<file path="src/rtl/conv_job_scheduler_pkg.sv">
// Shared types and defaults for the convolution job scheduler.
// The watchdog is built only when SCHED_TIMEOUT_EN is defined.
package conv_sched_pkg;

  typedef enum logic [2:0] {
    S_IDLE,
    S_LAUNCH,
    S_WAIT_BUSY,
    S_RUN,
    S_DONE,
    S_ERR
  } sched_state_t;

  localparam int unsigned SCHED_ADDR_W_DEF  = 12;
  localparam int unsigned SCHED_TIMEOUT_DEF = 1024;

  // Descriptor at the default address width; the top builds the same layout at its own ADDR_W.
  typedef struct packed {
    logic [SCHED_ADDR_W_DEF-1:0] in_base;
    logic [SCHED_ADDR_W_DEF-1:0] wt_base;
    logic [SCHED_ADDR_W_DEF-1:0] out_base;
  } conv_desc_t;

  function automatic int unsigned cnt_width(input int unsigned limit);
    return (limit < 2) ? 1 : $clog2(limit);
  endfunction

endpackage

</file>
<file path="src/rtl/conv_job_scheduler_fifo.sv">
// Synchronous descriptor FIFO; pointers carry one extra wrap bit to tell full from empty.
module conv_job_fifo #(
  parameter int unsigned WIDTH = 36,
  parameter int unsigned DEPTH = 4
) (
  input  logic             clk,
  input  logic             rst,
  input  logic             push,
  input  logic             pop,
  input  logic [WIDTH-1:0] wdata,
  output logic [WIDTH-1:0] rdata,
  output logic             full,
  output logic             empty
);

  localparam int unsigned IDX_W = $clog2(DEPTH);

  logic [IDX_W:0]   wr_ptr_q, wr_ptr_d;
  logic [IDX_W:0]   rd_ptr_q, rd_ptr_d;
  logic [WIDTH-1:0] mem_q [DEPTH];
  logic             do_push, do_pop;

  assign empty   = (wr_ptr_q == rd_ptr_q);
  assign full    = (wr_ptr_q[IDX_W] != rd_ptr_q[IDX_W]) &&
                   (wr_ptr_q[IDX_W-1:0] == rd_ptr_q[IDX_W-1:0]);
  assign do_push = push && !full;
  assign do_pop  = pop && !empty;
  assign rdata   = mem_q[rd_ptr_q[IDX_W-1:0]];

  always_comb begin
    wr_ptr_d = wr_ptr_q;
    rd_ptr_d = rd_ptr_q;
    if (do_push) wr_ptr_d = wr_ptr_q + 1'b1;
    if (do_pop)  rd_ptr_d = rd_ptr_q + 1'b1;
  end

  always_ff @(posedge clk) begin
    if (rst) begin
      wr_ptr_q <= '0;
      rd_ptr_q <= '0;
    end else begin
      wr_ptr_q <= wr_ptr_d;
      rd_ptr_q <= rd_ptr_d;
    end
  end

  // Storage needs no reset: entries are only read between a push and its pop.
  always_ff @(posedge clk) begin
    if (do_push) mem_q[wr_ptr_q[IDX_W-1:0]] <= wdata;
  end

endmodule

</file>
<file path="src/rtl/conv_job_scheduler.sv">
// Queues convolution job descriptors and launches them one at a time on the controller.
// Optional watchdog/ERR state enabled by defining SCHED_TIMEOUT_EN.
module conv_job_scheduler
  import conv_sched_pkg::*;
#(
  parameter int unsigned ADDR_W  = SCHED_ADDR_W_DEF,
  parameter int unsigned DEPTH   = 4,
  parameter int unsigned TIMEOUT = SCHED_TIMEOUT_DEF
) (
  input  logic              clock,
  input  logic              reset,
  input  logic              job_valid,
  output logic              job_ready,
  input  logic [ADDR_W-1:0] job_in_base,
  input  logic [ADDR_W-1:0] job_wt_base,
  input  logic [ADDR_W-1:0] job_out_base,
  output logic              dut_run,
  input  logic              dut_busy,
  output logic [ADDR_W-1:0] dut_in_base,
  output logic [ADDR_W-1:0] dut_wt_base,
  output logic [ADDR_W-1:0] dut_out_base,
  output logic              job_done,
  output logic [7:0]        jobs_done_cnt,
  output logic              idle,
  output logic              err_timeout,
  input  logic              err_clear
);

  typedef struct packed {
    logic [ADDR_W-1:0] in_base;
    logic [ADDR_W-1:0] wt_base;
    logic [ADDR_W-1:0] out_base;
  } desc_t;

  localparam int unsigned DESC_W = $bits(desc_t);

  sched_state_t      state_q, state_d;
  desc_t             active_q, active_d;
  logic [7:0]        cnt_q, cnt_d;
  logic              fifo_full, fifo_empty, fifo_push, fifo_pop;
  logic [DESC_W-1:0] fifo_wdata, fifo_rdata;
  desc_t             fifo_head;
  logic              tmr_expired;

  assign job_ready  = !fifo_full;
  assign fifo_push  = job_valid && !fifo_full;
  assign fifo_wdata = {job_in_base, job_wt_base, job_out_base};
  assign fifo_head  = desc_t'(fifo_rdata);

  conv_job_fifo #(
    .WIDTH (DESC_W),
    .DEPTH (DEPTH)
  ) u_fifo (
    .clk   (clock),
    .rst   (reset),
    .push  (fifo_push),
    .pop   (fifo_pop),
    .wdata (fifo_wdata),
    .rdata (fifo_rdata),
    .full  (fifo_full),
    .empty (fifo_empty)
  );

`ifdef SCHED_TIMEOUT_EN
  localparam int unsigned TMR_W = cnt_width(TIMEOUT);

  logic [TMR_W-1:0] tmr_q, tmr_d;
  logic             err_q, err_d;

  assign tmr_expired = (tmr_q == TMR_W'(TIMEOUT - 1));
  assign err_timeout = err_q;

  // Timer restarts whenever WAIT_BUSY or RUN is entered and counts while waiting there.
  always_comb begin
    tmr_d = tmr_q;
    err_d = err_q;
    if (state_d != state_q) begin
      tmr_d = '0;
    end else if (state_q == S_WAIT_BUSY || state_q == S_RUN) begin
      tmr_d = tmr_q + 1'b1;
    end
    if (err_clear) err_d = 1'b0;
    if (state_d == S_ERR && state_q != S_ERR) err_d = 1'b1;
  end

  always_ff @(posedge clock) begin
    if (reset) begin
      tmr_q <= '0;
      err_q <= 1'b0;
    end else begin
      tmr_q <= tmr_d;
      err_q <= err_d;
    end
  end
`else
  localparam int unsigned UNUSED_TIMEOUT = TIMEOUT;
  logic unused_err_clear;

  assign unused_err_clear = err_clear;
  assign tmr_expired      = 1'b0;
  assign err_timeout      = 1'b0;
`endif

  always_comb begin
    state_d  = state_q;
    active_d = active_q;
    cnt_d    = cnt_q;
    fifo_pop = 1'b0;
    unique case (state_q)
      S_IDLE: begin
        if (!fifo_empty) begin
          fifo_pop = 1'b1;
          active_d = fifo_head;
          state_d  = S_LAUNCH;
        end
      end
      S_LAUNCH: state_d = S_WAIT_BUSY;
      S_WAIT_BUSY: begin
        if (dut_busy) state_d = S_RUN;
        else if (tmr_expired) state_d = S_ERR;
      end
      S_RUN: begin
        if (!dut_busy) state_d = S_DONE;
        else if (tmr_expired) state_d = S_ERR;
      end
      S_DONE: begin
        cnt_d   = cnt_q + 8'd1;
        state_d = S_IDLE;
      end
      S_ERR: begin
`ifdef SCHED_TIMEOUT_EN
        if (err_clear) state_d = S_IDLE;
`else
        state_d = S_IDLE;
`endif
      end
      default: state_d = S_IDLE;
    endcase
  end

  always_ff @(posedge clock) begin
    if (reset) begin
      state_q  <= S_IDLE;
      active_q <= '0;
      cnt_q    <= '0;
    end else begin
      state_q  <= state_d;
      active_q <= active_d;
      cnt_q    <= cnt_d;
    end
  end

  // Run is held through LAUNCH and WAIT_BUSY so it falls the cycle after busy is first seen.
  assign dut_run       = (state_q == S_LAUNCH) || (state_q == S_WAIT_BUSY);
  assign job_done      = (state_q == S_DONE);
  assign idle          = (state_q == S_IDLE) && fifo_empty;
  assign jobs_done_cnt = cnt_q;
  assign dut_in_base   = active_q.in_base;
  assign dut_wt_base   = active_q.wt_base;
  assign dut_out_base  = active_q.out_base;

endmodule
</file>
<file path="config.mk">
export PLATFORM = sky130hd
export DESIGN_NAME = conv_job_scheduler
export DESIGN_NICKNAME = d
export VERILOG_FILES = /design/src/rtl/conv_job_scheduler_pkg.sv /design/src/rtl/conv_job_scheduler_fifo.sv /design/src/rtl/conv_job_scheduler.sv
export SDC_FILE = /design/constraint.sdc
export NUM_CORES = 1
export LEC_CHECK = 0
export ABC_CLOCK_PERIOD_IN_PS = 3000
export CORE_UTILIZATION = 25
export CTS_CLUSTER_SIZE = 10
export DETAILED_ROUTE_END_ITERATION = 10
export PLACE_DENSITY_LB_ADDON = 0.15
export SLEW_MARGIN = 20
export SYNTH_ARGS = -nofsm -noshare
export SYNTH_HDL_FRONTEND = slang
export SYNTH_SLANG_ARGS = --single-unit
</file>
<file path="constraint.sdc">
create_clock -name clock -period 3 [get_ports clock]
set_input_delay 0.3 -clock clock [delete_from_list [all_inputs] [get_ports clock]]
set_output_delay 0.3 -clock clock [all_outputs]
set_load 0.05 [all_outputs]
</file>
==> run summary <==
The startpoint identified for the worst hold timing path is reset. Entering global routing, the biggest net connects 68 pins. The initial utilization of the core area, before any placement, comes to 25.45%. The number of antenna violations at the first check in global routing is 1. Once the clock tree was built, the resizer swapped 0 gates to a different size.

The die width is 178.7 µm. The tree is rooted in a sky130_fd_sc_hd__clkbuf_16. The signal on the critical path passes through xnor2_1, nand3_1, nor2b_1, clkdlybuf4s50_1. IR analysis of the VDD net gives a maximum drop of 0.0004124 V.

The area of the multi-input gates is 2256 µm². The portion of total power attributed to the clock network is 27.6%. Setup repair after global routing left no endpoint under its margin.

The count of final hold-check violations is 0. The total count of max-transition violations in the final report came out at 0. Detailed routing inserted a total of 4091 vias. The worst reg-to-reg path cell count came out at 5.

The final layout contains routed wiring with a total length of 16250 µm. The tightest min-delay check is of the in -> reg type. In the final layout, flip-flops and latches occupy 5390 µm². The yosys synthesis warning count came out at 0. The highest attainable clock frequency came out at 375.5 MHz. The endpoint kind of the worst setup timing path is an output port. The startpoint identified for the worst register-to-register timing path is u_fifo.rd_ptr_q[1].

TritonCTS built the clock tree. The setup violation total in the final timing report is 0. The placeable core area is 30670 µm². The largest single stage delay on the critical path is 0.82 ns. Global routing finished with a remaining overflow of 0.

The async set-or-reset flop fraction in the synthesized netlist is 0%. In this run the remaining antenna-violating nets after routing total 0. The final weighted congestion in routability-driven placement came out at 0.7185. The number of max-cap violations came out at 0. The initialized floorplan defines 64 standard-cell rows. After the last flow step, the layout net total stands at 599. The net switching power of the design came out at 0.003306 W. The internal power summed over all cells came out at 0.006263 W.

The number of clock sinks came out at 197. The H-tree generated during clock tree synthesis spans 4 levels. During I/O placement, the number of pins put on the boundary was 90. The buffering stage count on the worst path with inverters included came out at 1. The kind of critical path is reg -> out. The count of fill cells added during filler insertion is 2964. The global-route wire length before repair is 24770 µm. The wire length per cell is 16.91 µm. The simple-gate portion of the synthesized area came out at 8.993%. The number of global-route vias before repair came to 4276. After synthesis, flip-flops and latches occupy 69.00% of the total area. The combinational cell fraction of total power is 34.4%.

Across the routed clock network, the largest skew measured is 0.01037 ns. The worst setup path is launched from a flop. The per-instance average area after synthesis came out at 17.04 µm².

Summed over all cells, the static leakage comes to 3.319 nW. Subtracting the final worst setup slack from the clock period gives 2.663 ns. The clock-pin slew of the registers on the worst-case setup and hold paths is 0.07 ns. The total of buffers placed on input and output ports is 87.

The required time of the critical path came out at 2.70 ns. In this run the critical register-to-register path is captured at u_fifo.mem_q[1][14]. The fraction of synthesized cell area in xor and xnor cells is 0.9939%. The post-synthesis instance area is 7805 µm². The sequential share of power is 37.9%. The adder and majority cell fraction of the synthesized area is 0.9618%.

The proportion of layout cells with a drive suffix above 1 is 16.99%. The number of antenna diodes in the final layout is 0. The floorplan step defined a die boundary enclosing 31930 µm².

The vertical die dimension came out at 178.7 µm. The detailed router's first-iteration violation count came out at 229. The flip-flop and latch count after synthesis came out at 197. After synthesis, the largest family of logic cells by area is multiplexers. The layout overhead on the synthesized area is 26.23%. The number of buffers created by CTS is 17. In this run the post-CTS setup repair buffer count came out at 0.

The area share of the leading cell type in the synthesized netlist is 55.40%. The endpoint of the worst hold-timing path is jobs_done_cnt[0]. The number of stages on the worst hold path came out at 2. The register-to-register path setup slack is 0.85 ns. The number of buffers on the longest clock path came out at 2. The worst slew margin relative to its limit is 59.39%. The utilization after layout came out at 32.12%. For this design, the slowest cell found on the critical path is sky130_fd_sc_hd__clkdlybuf4s50_1. Among all flip-flop cells after synthesis, the most frequent one is sky130_fd_sc_hd__edfxtp_1. At the pin with the least slew margin, the transition time is 0.6091 ns. Yosys mapped the design onto 38 distinct sky130hd cell types. The final routed DRC violation total is 0.

The power density normalized to cell area is 971.3 nW/µm². After synthesis, the share of cell area in mux cells is 15.69%. The HPWL after detailed placement came out at 9603 µm. The synthesized design spends more area on one cell type than any other, namely sky130_fd_sc_hd__edfxtp_1. The total negative setup slack is 0 ns. The clock network latency to the later pin of the worst-skew pair is 0.44 ns. The highest net fanout along the worst path is 14. Ranked by total cell area, the synthesized netlist is headed by sky130_fd_sc_hd__edfxtp_1, sky130_fd_sc_hd__dfxtp_1, sky130_fd_sc_hd__mux4_2.

Global routing used 10.84% of the available tracks. Of the total power, the share spent switching nets is 34.55%. Synthesis produced a netlist whose cell count is 458. The vias per cell came out at 4.257. After layout, the worst path uses 88.77% of the clock period. Broken down by cell family, the worst path's largest delay share belongs to buffers and inverters. The flow ran to the end, and the final reports show no timing, DRC or antenna violations. In this run, post-CTS hold repair placed 0 buffers. The signal arrival time at the worst endpoint is 2.36 ns. The post-synthesis net count is 505.

The synthesized netlist devotes 2.036% of its cell area to compound gates. The synthesized design contains 144 enable-type register cells. The number of search-and-repair iterations in the first detailed-routing pass is 4.
-- flip-flops by register name, summed over array words and instances, names as in the netlist --
register	flops
dut_in_base	12
dut_out_base	12
dut_wt_base	12
jobs_done_cnt	8
state_q	3
u_fifo.mem_q	144
u_fifo.rd_ptr_q	3
u_fifo.wr_ptr_q	3
-- Yosys cell counts, types with 2 or more instances --
| cell | instances |
|---|---|
| sky130_fd_sc_hd__edfxtp_1 | 144 |
| sky130_fd_sc_hd__or3_1 | 2 |
| sky130_fd_sc_hd__o21ai_0 | 2 |
| sky130_fd_sc_hd__nand3_1 | 4 |
| sky130_fd_sc_hd__nand2b_1 | 76 |
| sky130_fd_sc_hd__xnor2_1 | 5 |
| sky130_fd_sc_hd__ha_1 | 6 |
| sky130_fd_sc_hd__nor4_1 | 2 |
| sky130_fd_sc_hd__mux2_2 | 3 |
| sky130_fd_sc_hd__a211o_1 | 2 |
| sky130_fd_sc_hd__clkbuf_1 | 10 |
| sky130_fd_sc_hd__o31ai_1 | 5 |
| sky130_fd_sc_hd__and2_1 | 4 |
| sky130_fd_sc_hd__buf_1 | 2 |
| sky130_fd_sc_hd__nand2_1 | 8 |
| sky130_fd_sc_hd__buf_6 | 6 |
| sky130_fd_sc_hd__or4_1 | 3 |
| sky130_fd_sc_hd__o31a_1 | 2 |
| sky130_fd_sc_hd__a21oi_1 | 6 |
| sky130_fd_sc_hd__mux2i_1 | 38 |
| sky130_fd_sc_hd__o311ai_0 | 3 |
| sky130_fd_sc_hd__xor2_1 | 2 |
| sky130_fd_sc_hd__nor2_1 | 8 |
| sky130_fd_sc_hd__mux4_2 | 36 |
| sky130_fd_sc_hd__inv_1 | 6 |
| sky130_fd_sc_hd__dfxtp_1 | 53 |
| sky130_fd_sc_hd__nor2b_1 | 3 |
| sky130_fd_sc_hd__buf_2 | 7 |
-- power groups by stage --
stage | Combinational, W | Sequential [W] | Clock (W)
final | 0.00329 | 0.00363 | 0.00265
after global routing | 0.00351 | 0.00370 | 0.00283
after CTS | 0.00338 | 0.00365 | 0.00272
after detailed placement | 0.00336 | 0.00371 | 0
after global placement | 0.00336 | 0.00369 | 0
after floorplan | 0.00153 | 0.00449 | 0
-- cells by family after synthesis --
logic type / Yosys count
XOR/XNOR: 8
other: 1
flip-flops: 197
AND/OR/NAND/NOR: 115
adder cells (fa/ha/maj): 6
AO/OA/AOI/OAI: 22
buffers and inverters: 32
multiplexers: 77
-- worst max path at each step --
stage | cells past startpoint | slack [ns] | startpoint | to
after floorplan | 5 | 0.60 | u_fifo.rd_ptr_q[0] | u_fifo.mem_q[0][0]
after global placement | 4 | 0.74 | u_fifo.rd_ptr_q[1] | idle
after detailed placement | 4 | 0.74 | u_fifo.rd_ptr_q[1] | idle
after CTS | 4 | 0.26 | u_fifo.rd_ptr_q[1] | idle
after global routing | 4 | 0.15 | u_fifo.rd_ptr_q[1] | idle
final | 4 | 0.34 | u_fifo.rd_ptr_q[1] | idle
-- placed cells by master, fill, tap and decap left out, types with 2 or more instances in the layout --
cell                              Yosys  final
sky130_fd_sc_hd__nor2b_1              3      3
sky130_fd_sc_hd__mux4_2              36     36
sky130_fd_sc_hd__a211o_1              2      2
sky130_fd_sc_hd__a21oi_1              6      6
sky130_fd_sc_hd__o311ai_0             3      3
sky130_fd_sc_hd__o31ai_1              5      5
sky130_fd_sc_hd__xor2_1               2      2
sky130_fd_sc_hd__nor2_1               8      8
sky130_fd_sc_hd__nand2b_1            76     76
sky130_fd_sc_hd__buf_4                1     12
sky130_fd_sc_hd__mux2i_1             38     38
sky130_fd_sc_hd__inv_1                6      6
sky130_fd_sc_hd__clkbuf_16            0     17
sky130_fd_sc_hd__dfxtp_1             53     51
sky130_fd_sc_hd__inv_8                0      2
sky130_fd_sc_hd__nand3_1              4      4
sky130_fd_sc_hd__xnor2_1              5      5
sky130_fd_sc_hd__buf_12               0      2
sky130_fd_sc_hd__inv_6                0      3
sky130_fd_sc_hd__clkdlybuf4s50_1      0     86
sky130_fd_sc_hd__nand2_1              8      8
sky130_fd_sc_hd__ha_1                 6      6
sky130_fd_sc_hd__or3_1                2      2
sky130_fd_sc_hd__edfxtp_1           144    144
sky130_fd_sc_hd__o31a_1               2      2
sky130_fd_sc_hd__bufinv_16            0      6
sky130_fd_sc_hd__mux2_2               3      3
sky130_fd_sc_hd__o21ai_0              2      2
sky130_fd_sc_hd__or4_1                3      3
sky130_fd_sc_hd__nor4_1               2      2
sky130_fd_sc_hd__and2_2               0      4
-- area by class of cell --
cell class | instances | area share [%]
timing repair buffer | 101 | 10.11
tap | 396 | 5.029
clock buffer | 17 | 4.318
sequential | 197 | 54.71
clock inverter | 15 | 2.705
multi-input combinational | 229 | 22.90
inverter | 6 | 0.2286
-- per-layer routing --
metal  wire [µm]  GRT usage [%]
met1        7158          13.29
met4         245          4.096
met3         606          2.926
met2        8227          18.14
met5          11              0
-- per-stage QoR --
stage                     area, µm²  worst slack [ns]  cells  power, W  hold WS, ns
after global placement         9160            0.7398    929  0.007043       0.4623
after floorplan                7805            0.5962    458  0.006012       0.3777
after global routing           9852            0.1532    961   0.01004       0.4022
after CTS                      9852            0.2595    961  0.009748       0.3753
final                          9852            0.3370    961  0.009569       0.3614
after detailed placement       9160            0.7403    929  0.007069       0.4662
(Power assumes the default switching activity.)
==> RTL change: new RTL, same settings <==
`DEPTH` is set to 4 in 2 places; all go to 8.
--- a/src/rtl/conv_job_scheduler_fifo.sv
+++ b/src/rtl/conv_job_scheduler_fifo.sv
@@ -2,5 +2,5 @@
 module conv_job_fifo #(
   parameter int unsigned WIDTH = 36,
-  parameter int unsigned DEPTH = 4
+  parameter int unsigned DEPTH = 8
 ) (
   input  logic             clk,
--- a/src/rtl/conv_job_scheduler.sv
+++ b/src/rtl/conv_job_scheduler.sv
@@ -5,5 +5,5 @@
 #(
   parameter int unsigned ADDR_W  = SCHED_ADDR_W_DEF,
-  parameter int unsigned DEPTH   = 4,
+  parameter int unsigned DEPTH   = 8,
   parameter int unsigned TIMEOUT = SCHED_TIMEOUT_DEF
 ) (
Formal check against the unedited RTL: not equivalent (a bounded check fails within 10 cycles, from zero or initial values and one cycle with reset high).
==> RTL change against the unedited design <==
Power rose by 49%. Worst hold slack got worse by 0.070 ns. Clock skew rose by 0.0067 ns. Routed wire length grew 92%. First-iteration DRC count is 32% higher. Synthesized area is 68% higher. Sequential cell count increased by 146. Combinational power increased by 11%. Worst setup slack lost 0.096 ns. Cell area is 65% higher. Die area grew 67%. Highest routed layer unchanged.
==> RTL change: results <==
[yosys]
synth_enable_flop_cells = 288
synth_mux_area_share_pct = 15.3
synth_common_cells = edfxtp_1, mux4_2, dfxtp_1, nor2_1, mux2i_1
synth_cell_types = 33
syn_inst = 655
synth_area_leaders = edfxtp_1, mux4_2, dfxtp_1

[worst_setup_path]
cpPeakStageDelay_ns = 0.89

[pwr]
comb_power_uw = 3650
p_leak_uw = 0.00498
clockPowerShare_pct = 33.7
ir_drop_uv = 458

[sta]
holdWs_ns = 0.291
skew_ns = 0.0170

[placement]
place_ws_ns = 0.620
place_inst = 1403
hpwl_um = 17000
place.gp.congestion = 0.689

[layout]
multiInputGateArea_mm2 = 0.00319
layout-drive-gt1-share_pct = 24.4
finalNetCount = 812
clk_share_pct = 8.22
clock_buffers = 70

[global_route]
grt_max_degree = 72
grt_pass1_wl_um = 46000
track_usage_pct = 11.9
antenna_found_initial = 2

[worst_hold_path]
min_to = jobs_done_cnt[2]

[clock_tree]
path_clk_slew_ns = 0.05
cts_buffer_depth = 3

[outcome]
outcome = finished clean

[routing]
drtIter0Drc = 303
route.met3.wl_um = 1320
==> RTL change: cell types whose count changed in the layout (fill, tap and decap cells not counted), moves of 6 or more <==
cell / change
a211oi_2: +31
buf_4: +7
clkbuf_1: +22
clkbuf_16: +26
edfxtp_1: +144
mux4_2: +36
nand2b_1: -74
nand4_1: +6
nor2_1: +42
xor2_1: +8
==> RTL change: worst max path at each step <==
stage                            start                 end  slack (ns)  cells past startpoint
global route        u_fifo.wr_ptr_q[1]           job_ready        0.11                      3
floorplan           u_fifo.rd_ptr_q[0]  u_fifo.mem_q[6][0]       -0.59                      7
global placement    u_fifo.rd_ptr_q[2]      dut_wt_base[7]        0.66                      4
finish              u_fifo.wr_ptr_q[2]           job_ready        0.24                      3
detailed placement  u_fifo.rd_ptr_q[2]      dut_wt_base[7]        0.62                      4
CTS                 u_fifo.wr_ptr_q[2]                idle        0.05                      4
